File: src/rtl/cx_issue_ctrl.sv
// Custom-instruction issue controller: credit-limited issue to a custom unit,
// destination-register scoreboard for hazards, and a result FIFO drained by writeback.
module cx_issue_ctrl #(
  parameter int XLEN  = 32,
  parameter int DEPTH = 4
) (
  input  logic            clk,
  input  logic            reset,
  input  logic            req_v,
  input  logic [4:0]      req_rd,
  input  logic [XLEN-1:0] req_data,
  output logic            req_ready,
  output logic            cu_in_v,
  output logic [4:0]      cu_rd,
  output logic [XLEN-1:0] cu_data,
  input  logic            cu_busy,
  input  logic            cu_out_v,
  input  logic [4:0]      cu_out_rd,
  input  logic [XLEN-1:0] cu_out_data,
  output logic            wb_v,
  output logic [4:0]      wb_rd,
  output logic [XLEN-1:0] wb_data,
  input  logic            wb_ready,
  input  logic [4:0]      q_rs1,
  input  logic [4:0]      q_rs2,
  output logic            q_hazard,
  output logic            err
);

  localparam int PW = (DEPTH > 1) ? $clog2(DEPTH) : 1;
  localparam int CW = $clog2(DEPTH) + 1;
  localparam logic [CW-1:0] DEPTH_C = CW'(DEPTH);

  logic [31:0]     pending, pending_next;
  logic [CW-1:0]   inflight, count;
  logic [PW-1:0]   wr_ptr, rd_ptr;
  logic [4:0]      rd_mem   [DEPTH];
  logic [XLEN-1:0] data_mem [DEPTH];

  logic accept, pop, res_ok, push, drop0, proto_err, fifo_full;

  assign fifo_full = (count == DEPTH_C);
  assign req_ready = !cu_busy && (inflight < DEPTH_C) &&
                     !((req_rd != 5'd0) && pending[req_rd]);
  assign accept    = req_v && req_ready;

  assign wb_v    = (count != '0);
  assign wb_rd   = rd_mem[rd_ptr];
  assign wb_data = data_mem[rd_ptr];
  assign pop     = wb_v && wb_ready;

  // A result with nothing in flight is a protocol violation and is never stored.
  assign res_ok    = cu_out_v && (inflight != '0);
  assign push      = res_ok && (cu_out_rd != 5'd0) && !fifo_full;
  assign drop0     = res_ok && (cu_out_rd == 5'd0);
  assign proto_err = cu_out_v && ((inflight == '0) || ((cu_out_rd != 5'd0) && fifo_full));

  assign q_hazard = ((q_rs1 != 5'd0) && pending[q_rs1]) ||
                    ((q_rs2 != 5'd0) && pending[q_rs2]);

  // WAW stalling guarantees the popped rd and the accepted rd never coincide.
  always_comb begin
    pending_next = pending;
    if (pop)
      pending_next[wb_rd] = 1'b0;
    if (accept && (req_rd != 5'd0))
      pending_next[req_rd] = 1'b1;
  end

  always_ff @(posedge clk) begin
    if (reset) begin
      cu_in_v  <= 1'b0;
      cu_rd    <= '0;
      cu_data  <= '0;
      pending  <= '0;
      inflight <= '0;
      count    <= '0;
      wr_ptr   <= '0;
      rd_ptr   <= '0;
      err      <= 1'b0;
    end else begin
      cu_in_v  <= accept;
      if (accept) begin
        cu_rd   <= req_rd;
        cu_data <= req_data;
      end
      pending  <= pending_next;
      inflight <= inflight + CW'(accept) - CW'(pop) - CW'(drop0);
      count    <= count + CW'(push) - CW'(pop);
      if (push)
        wr_ptr <= wr_ptr + 1'b1;
      if (pop)
        rd_ptr <= rd_ptr + 1'b1;
      if (proto_err)
        err <= 1'b1;
    end
  end

  always_ff @(posedge clk) begin
    if (push) begin
      rd_mem[wr_ptr]   <= cu_out_rd;
      data_mem[wr_ptr] <= cu_out_data;
    end
  end

endmodule

File: config.mk
export PLATFORM = sky130hd
export DESIGN_NAME = cx_issue_ctrl
export DESIGN_NICKNAME = d
export VERILOG_FILES = /design/src/rtl/cx_issue_ctrl.sv
export SDC_FILE = /design/constraint.sdc
export NUM_CORES = 1
export LEC_CHECK = 0
export ABC_AREA = 1
export CAP_MARGIN = 25
export CORE_UTILIZATION = 50
export CTS_CLUSTER_SIZE = 20
export DETAILED_ROUTE_END_ITERATION = 16
export PLACE_DENSITY = 0.77
export SLEW_MARGIN = 40
export SYNTH_ARGS = -nofsm -noshare
export SYNTH_HDL_FRONTEND = slang
export SYNTH_SLANG_ARGS = --single-unit
File: constraint.sdc
create_clock -name clk -period 3.5 [get_ports clk]
set_input_delay 0.7 -clock clk [delete_from_list [all_inputs] [get_ports clk]]
set_output_delay 0.7 -clock clk [all_outputs]
set_load 0.005 [all_outputs]
==> impl_metrics.toml, run 1 <==
[route]
wl_per_cell_um = 15.5
dr_total_vias = 8264
viasPerCell = 5.13
antenna_left = 0
route.detailed.drc = 0
routed_wl_um = 24900
drt_first_pass_iters = 5
dr.first_iter.drc_count = 567

[worst_setup_path]
required_ps = 2800
arrival_ps = 2740
worstPathMaxFanout = 6
reg2regPathDepth = 12
path_cells = "clkdlybuf4s50_1, inv_1, nor3_1, nand2_1, nand2_1, inv_1, nand2_1, o21ai_2, nand2_1, inv_1, clkdlybuf4s50_1"
r2r_slack_ps = 940
cp_common_cell = "nand2_1"
cp-start-kind = "input pin"
endpoint_kind = "output port"
critPathSlowestCell = "clkdlybuf4s50_1"
criticalPathCategory = "input pin to output port"
slowest_delay_ps = 600
r2r-end = "pending[1]"

[global_route]
grt_antenna_before_repair = 0
grt_max_degree = 48
grt_use_total_pct = 23.8
grt_pass1_vias = 7677
grt_pass1_wl_um = 38400
overflow = 0

[yosys]
synth.avg_cell_area_um2 = 8.81
syn_inst = 1155
synth_area_mm2 = 0.0102
syn_nets = 1256
seq_area_frac_synth_pct = 60.0
synth.ff_latch_count = 231
synth_cell_types = 32
synth_warnings = 0

[placement]
post-place-ws_ps = 81.5
place_congestion = 0.974
io_buffers = 168
place_area_mm2 = 0.0123
place_hpwl_um = 16000

[cts]
holdBufCountCts = 0
numCtsBuffers = 24
htreeDepth = 1
clock-sinks = 231
cts_tree = "built"
clk_path_buf_depth = 3
root_buffer = "clkbuf_16"
clk_latency_ps = 520
clkTransAtPathRegs_ps = 60

[flow_run]
cap_violations = 0

[status]
outcome = "finished, final reports clean"

[layout]
layout_common_cells = "nor2_1 (257), nand2_1 (241), clkdlybuf4s50_1 (164)"
post-route-cell-area_mm2 = 0.0131
antenna_cells = 0
layout_commonest_cell = "nor2_1"
layout-drive-gt1-share_pct = 6.17
nets = 1429
post-route-util_pct = 66.4
synthToLayoutAreaGrowth_pct = 28.6

[timing]
fin_skew_ps = 11.5
period_needed_ps = 3440
setup_tns_ps = 0
drv_slew = 0
tightest_slew_ps = 770
hold_violations = 0
maxSlewHeadroom_pct = 48.6
fmax_mhz = 291
fin_crit_sh_pct = 98.3
setup_viol = 0
timing.final.ws_setup_ps = 58.8

[hold_path]
hold_end = "pending[0]"
worstHoldPathCells = 2
hp-class = "flop to flop"
min_from = "pending[0]"

[floorplan]
die_w_um = 145
io_pins = 169
core_mm2 = 0.0197
row_count = 51
die_h_um = 145
start_util_pct = 51.6
die_area_mm2 = 0.0209

[power_and_ir_drop]
peakVddDrop_mv = 0.476
p_total_mw = 8.03
p_leak_nw = 5.13
power.density_mw_per_mm2 = 613
where the power goes:
part           switching, mW  internal (mW)
Combinational           1.20           1.00
Sequential             0.128           3.24
Clock                   1.01           1.44
layout make-up:
cell class,count,area (um^2)
fillers,1586,6620
clock buffers,28,637
repair inverters,1,7.51
repair buffers,201,2010
flip-flops and latches,231,6110
inverters,102,393
clock inverters,15,128
multi-input cells,767,3480
well taps,265,332
synth_stat cells:
cell type | n | area (um^2)
a211oi_1 | 1 | 7.51
nor2_1 | 261 | 980
inv_2 | 2 | 7.51
nand2_1 | 241 | 905
inv_1 | 98 | 368
buf_4 | 4 | 30.0
edfxtp_1 | 148 | 4440
and2_1 | 1 | 6.26
clkbuf_1 | 38 | 143
nand3_2 | 1 | 10.0
dfxtp_1 | 83 | 1660
nor3_1 | 9 | 45.0
o31ai_1 | 1 | 7.51
buf_1 | 1 | 3.75
buf_2 | 10 | 50.1
a32oi_1 | 1 | 8.76
clkinv_1 | 2 | 7.51
a21o_1 | 1 | 7.51
nand3_1 | 18 | 90.1
a21boi_0 | 16 | 120
o22ai_1 | 33 | 206
o211ai_1 | 3 | 22.5
a21oi_1 | 45 | 225
o21ai_0 | 113 | 566
buf_6 | 2 | 22.5
o21ai_2 | 1 | 8.76
nand4_1 | 3 | 18.8
fa_1 | 2 | 40.0
ha_1 | 9 | 113
xor2_1 | 1 | 8.76
o21bai_1 | 4 | 30.0
xnor2_1 | 2 | 17.5
how the worst max path moves through the flow:
stage	slack [ps]	start	endpoint
global placement	100	req_rd[2]	req_ready
detailed placement	80	req_rd[0]	req_ready
CTS	70	req_rd[0]	req_ready
floorplan	360	cu_out_rd[3]	data_mem[0][0]
finish	60	req_rd[4]	req_ready
global route	-100	req_rd[4]	req_ready
layer usage:
| metal | GRT usage [%] | routed length [um] |
|---|---|---|
| met5 | 0 | 0 |
| met1 | 30.4 | 10400 |
| met4 | 7.09 | 558 |
| met2 | 40.8 | 12100 |
| met3 | 5.00 | 1880 |
worst max-delay path, delay by kind of cell:
kind / cells / cell delay (ps)
AO/OA/AOI/OAI: 1 / 100
buffers and inverters: 5 / 1230
AND/OR/NAND/NOR: 5 / 700
sequential cells by signal (all words and copies together) (netlist names), 2 cells and up, named ones only:
| signal | cells |
|---|---|
| wr_ptr | 2 |
| rd_ptr | 2 |
| data_mem | 128 |
| pending | 32 |
| rd_mem | 20 |
| cu_data | 32 |
| count | 3 |
| cu_rd | 5 |
| inflight | 3 |
what timing repair did:
item / CTS / global route
gates resized for setup: 0 / 9
endpoints found under the setup margin: 0 / 2
buffers inserted: 0 / 1
hold endpoints to repair: 0 / 0
kinds of logic after synthesis:
family                   count (synthesis)  share of synthesized area, %
AND/OR/NAND/NOR                        534                          20.2
XOR/XNOR                                 3                         0.258
flip-flops                             231                          60.0
adder cells (fa/ha/maj)                 11                          1.50
buffers and inverters                  157                          6.21
AO/OA/AOI/OAI                          219                          11.9
stage by stage:
stage | std cells | hold slack (ps)
floorplan | 1155 | 421
global placement | 1565 | 451
detailed placement | 1565 | 453
CTS | 1608 | 463
global route | 1610 | 498
finish | 1610 | 463
No activity file was read; power rests on OpenSTA's default activity.
==> inputs of run 2 (changes only) <==
--- a/config.mk
+++ b/config.mk
@@ -5,10 +5,9 @@
 export SDC_FILE = /design/constraint.sdc
 export NUM_CORES = 1
 export LEC_CHECK = 0
-export ABC_AREA = 1
 export CAP_MARGIN = 25
 export CORE_UTILIZATION = 50
-export CTS_CLUSTER_SIZE = 20
+export CTS_CLUSTER_SIZE = 16
 export DETAILED_ROUTE_END_ITERATION = 16
 export PLACE_DENSITY = 0.77
 export SLEW_MARGIN = 40
==> run 2 against run 1 <==
Sequential share of layout area is 0.82 points lower. Count of clock-buffer cells in the layout is 3 higher. Total power is 0.77% higher. First-iteration DRC count is 12% lower. Synthesized cell count is 36% lower. Area after synthesis is 1.3% higher. Utilization is 0.52 points lower. Combinational power is 4% lower. Largest cell class unchanged.
==> impl_metrics.toml, run 2 <==
[global_route]
grt_use_total_pct = 23.0
grt_pass1_wl_um = 38200
grt_pass1_vias = 7015
overflow = 0
grt_antenna_before_repair = 0
grt_max_degree = 61

[status]
outcome = "finished, final reports clean"

[yosys]
synth_edf_count = 148
synth.area.top_cells = "edfxtp_1 (43%), dfxtp_1 (16%), mux4_2 (12%)"
synth.ff_latch_count = 231
syn_nets = 842
ys.flop_type = "edfxtp_1"
yosys-top-cells-count = "edfxtp_1 (148), dfxtp_1 (83), and3_1 (67)"
synth.avg_cell_area_um2 = 13.9
synth_warnings = 0
synth_top_area_cell = "edfxtp_1"
seq_area_frac_synth_pct = 59.2
synth_cell_types = 48
ys_async_sr_fraction_pct = 0
yosysTopAreaCellShare_pct = 43.1
synth_area_mm2 = 0.0103
synth_most_common_cell = "edfxtp_1"
syn_inst = 741

[layout]
layout_common_cells = "clkdlybuf4s50_1 (158), edfxtp_1 (148), dfxtp_1 (81)"
synthToLayoutAreaGrowth_pct = 29.3
antenna_cells = 0
reg_top3 = "data_mem: 128 flops, cu_data: 32 flops, pending: 32 flops"
layout_commonest_cell = "clkdlybuf4s50_1"
nets = 1022
largest_register = "data_mem"
layout-drive-gt1-share_pct = 16.6
largest_reg_flops = 128
post-route-cell-area_mm2 = 0.0133

[cts]
clkTransAtPathRegs_ps = 50
root_buffer = "clkbuf_16"
holdBufCountCts = 0
htreeDepth = 1
clock-sinks = 231
cts_tree = "built"
clk_path_buf_depth = 3
clk_latency_ps = 520
numCtsBuffers = 25

[timing]
drv_slew = 0
timing.final.ws_setup_ps = 141
fin_skew_ps = 10.6
maxSlewHeadroom_pct = 61.3
hold_violations = 0
tightest_slew_ps = 580
fin_crit_sh_pct = 96.0
rsz0062_at_grt = "false"
setup_viol = 0
period_needed_ps = 3360
fmax_mhz = 298

[route]
route.detailed.drc = 0
routed_wl_um = 24400
wl_per_cell_um = 20.2
viasPerCell = 5.81
antenna_left = 0
dr_total_vias = 7032
dr.first_iter.drc_count = 497
drt_first_pass_iters = 5

[power_and_ir_drop]
p_leak_nw = 4.94
power.density_mw_per_mm2 = 607
peakVddDrop_mv = 0.612

[hold_path]
hp-class = "flop to flop"

[placement]
place_congestion = 1.00
place_hpwl_um = 15800
io_buffers = 168
place_area_mm2 = 0.0125
post-place-ws_ps = -390

[floorplan]
core_mm2 = 0.0202
die_h_um = 146
die_area_mm2 = 0.0212
start_util_pct = 51.0
row_count = 52
die_w_um = 146
io_pins = 169

[worst_setup_path]
cp-start-kind = "input pin"
criticalPathCategory = "input pin to output port"
endpoint_kind = "output port"
r2r_slack_ps = 960
worstPathMaxFanout = 12
required_ps = 2800
arrival_ps = 2660

[flow_run]
cap_violations = 0
run 2: per-layer routing:
metal	part of all wire [%]	global-route usage (%)
met4	2.2	7.16
met1	42	29.9
met2	49	38.1
met5	0	0
met3	7.2	5.64
run 2: final cells by class:
class	count	area, um^2
repair buffers	210	2100
fillers	1459	6900
flip-flops and latches	231	6110
clock inverters	15	168
multi-input cells	441	3920
well taps	270	338
clock buffers	31	648
inverters	12	45.0
run 2: power by group:
group	switching (mW)	internal (mW)
Combinational	0.937	1.18
Clock	1.03	1.55
Sequential	0.165	3.23
Total	2.13	5.96
run 2: repair_timing:
| item | 4_1_cts | 5_1_grt |
|---|---|---|
| hold endpoints to repair | 0 | 0 |
| setup endpoints to repair | 2 | 2 |
| gates resized for setup | 15 | 3 |
| pin swaps | 1 | 0 |
| buffers inserted | 1 | 0 |
| gates cloned | 1 | 0 |
run 2: final timing paths:
check | from | end | depth (start not counted)
worst max-delay path | req_rd[1] | req_ready | 9
worst min-delay path | err | err | 2
worst max register to register | pending[11] | inflight[2] | 12
worst min register to register | err | err | 2
run 2: worst max-delay path, cell delays in order:
cell	delay [ps]
clkdlybuf4s50_1	510
buf_12	160
mux2i_1	210
nor2_1	70
or4_4	530
a21oi_4	160
nor2_2	80
nor3_2	100
clkbuf_2	150
run 2: stage by stage:
stage	total power, mW	hold slack [ps]	TNS [ps]	util, %	instances
after detailed placement	5.55	463	-681	61.6	1162
after floorplan	4.50	452	0	-	741
after global placement	5.52	453	-606	61.6	1162
after CTS	8.16	476	0	65.9	1210
after global routing	8.43	502	0	65.9	1210
final	8.09	473	0	65.9	1210
run 2: cell families after synthesis:
| group | count (synthesis) | share of synthesized area (%) |
|---|---|---|
| AOI/OAI and AO/OA | 104 | 7.19 |
| buffers and inverters | 69 | 3.02 |
| muxes | 106 | 17.2 |
| and+or+nand+nor | 213 | 11.3 |
| DFF | 231 | 59.2 |
| xor gates and xnor gates | 7 | 0.595 |
| adders and majority gates | 11 | 1.48 |
==> inputs of run 3 (changes only) <==
--- a/config.mk
+++ b/config.mk
@@ -6,10 +6,10 @@
 export NUM_CORES = 1
 export LEC_CHECK = 0
 export CAP_MARGIN = 25
-export CORE_UTILIZATION = 50
+export CORE_UTILIZATION = 35
 export CTS_CLUSTER_SIZE = 16
 export DETAILED_ROUTE_END_ITERATION = 16
-export PLACE_DENSITY = 0.77
+export PLACE_DENSITY = 0.57
 export SLEW_MARGIN = 40
 export SYNTH_ARGS = -nofsm -noshare
 export SYNTH_HDL_FRONTEND = slang
==> run 3 against run 2 <==
Non-clock buffer count up 2. Global-route usage down 6.1 points. Worst hold slack better by 11 ps. Critical path type unchanged. Largest cell class unchanged.
==> impl_metrics.toml, run 3 (same netlist as run 2, synthesis figures left out) <==
[status]
outcome = "finished, final reports clean"

[floorplan]
die_w_um = 174
io_pins = 169
die_h_um = 174
core_mm2 = 0.0289
start_util_pct = 35.7
die_area_mm2 = 0.0302
row_count = 62

[global_route]
grt_use_total_pct = 16.9
grt_pass1_vias = 7109
grtUsageMet1_pct = 21.3
grt_util_met3_pct = 4.41
met2_usage_pct = 28.9
overflow = 0
grt_max_degree = 62
grt_pass1_wl_um = 40200
gr-max-usage-layer = "met2"
grt_antenna_before_repair = 2

[power_and_ir_drop]
p_total_mw = 8.15
power.density_mw_per_mm2 = 602
p_leak_nw = 5.00
peakVddDrop_mv = 0.441

[cts]
clk_latency_ps = 530
cts_tree = "built"
holdBufCountCts = 0
numCtsBuffers = 26
root_buffer = "clkbuf_16"
clock-sinks = 231
clkTransAtPathRegs_ps = 60
htreeDepth = 1
clk_path_buf_depth = 3

[route]
routed_wl_um = 25500
wl_per_cell_um = 19.2
route.detailed.drc = 0
drt_first_pass_iters = 5
dr.first_iter.drc_count = 458
viasPerCell = 5.25
dr_total_vias = 6974
antenna_left = 0

[layout]
layout-drive-gt1-share_pct = 17.3
instances_no_fill = 1328
seq_area_mm2 = 0.00611
layout_common_cells = "clkdlybuf4s50_1 (157), edfxtp_1 (148), dfxtp_1 (81)"
multi_input_area_mm2 = 0.00392
post-route-util_pct = 46.9
post-route-cell-area_mm2 = 0.0135
antenna_cells = 0
synthToLayoutAreaGrowth_pct = 31.3
largest_reg_flops = 128
reg_top3 = "data_mem: 128 flops, cu_data: 32 flops, pending: 32 flops"
nFillCells = 2584
nets = 1025
largest_register = "data_mem"
layout_commonest_cell = "clkdlybuf4s50_1"

[worst_setup_path]
criticalPathCategory = "input pin to output port"
worstPathMaxFanout = 6
required_ps = 2800
path_cells = "dlygate4sd2_1, buf_4, or3b_2, o221ai_1, a21o_1, a21oi_4, nor2_2, nor3_2, clkdlybuf4s15_2"
slowest_delay_ps = 470
critPathSlowestCell = "or3b_2"
endpoint_kind = "output port"
cp-start-kind = "input pin"
r2r_slack_ps = 890
arrival_ps = 2550

[timing]
period_needed_ps = 3250
tightest_slew_ps = 607
setup_viol = 0
drv_slew = 0
fin_crit_sh_pct = 93.0
fin_skew_ps = 13.6
timing.final.ws_setup_ps = 246
maxSlewHeadroom_pct = 59.5
fmax_mhz = 307
hold_violations = 0
rsz0062_at_grt = "false"
holdWs_ps = 485
setup_tns_ps = 0

[placement]
place_area_mm2 = 0.0126
place_hpwl_um = 17000
place_inst = 1276
place_congestion = 0.886
io_buffers = 168
post-place-ws_ps = -377

[flow_run]
cap_violations = 0

[hold_path]
hp-class = "flop to flop"
run 3: layout make-up:
type	instances	share of cell area [%]
Timing Repair Buffer	212	15.9
Sequential cell	231	45.1
Clock inverter	16	1.08
Inverter	12	0.333
Multi-Input combinational cell	441	29.0
Tap cell	384	3.55
Clock buffer	32	5.04
run 3: path summary, 6_finish.rpt:
path / startpoint / to / depth (start not counted)
worst max-delay path: req_rd[2] / req_ready / 9
worst min-delay path: err / err / 2
worst max register to register: pending[11] / inflight[2] / 12
worst min register to register: err / err / 2
run 3: power breakdown:
group / internal [mW] / total [mW] / switching, mW
clock network: 1.54 / 2.61 / 1.08
logic: 1.21 / 2.14 / 0.931
registers: 3.23 / 3.40 / 0.173
total: 5.97 / 8.15 / 2.18
run 3: what timing repair did:
action / CTS / global route
resized for setup: 13 / 7
setup endpoints to repair: 2 / 2
buffers inserted: 0 / 3
pin swaps: 0 / 2
cloned: 1 / 0
run 3: routing by layer:
layer  wire length, um  part of all wire, %  vias up
met5                11                0.043        -
met4               383                  1.5        2
met3              1750                  6.8       39
met2             12600                   49      190
met1             10800                   42     3462
li1                  -                    -     3281
run 3: worst max-delay path, delay by kind of cell:
| kind | cells | cell delay [ps] |
|---|---|---|
| and+or+nand+nor | 3 | 680 |
| buffers and inverters | 3 | 710 |
| AOI/OAI and AO/OA | 3 | 440 |
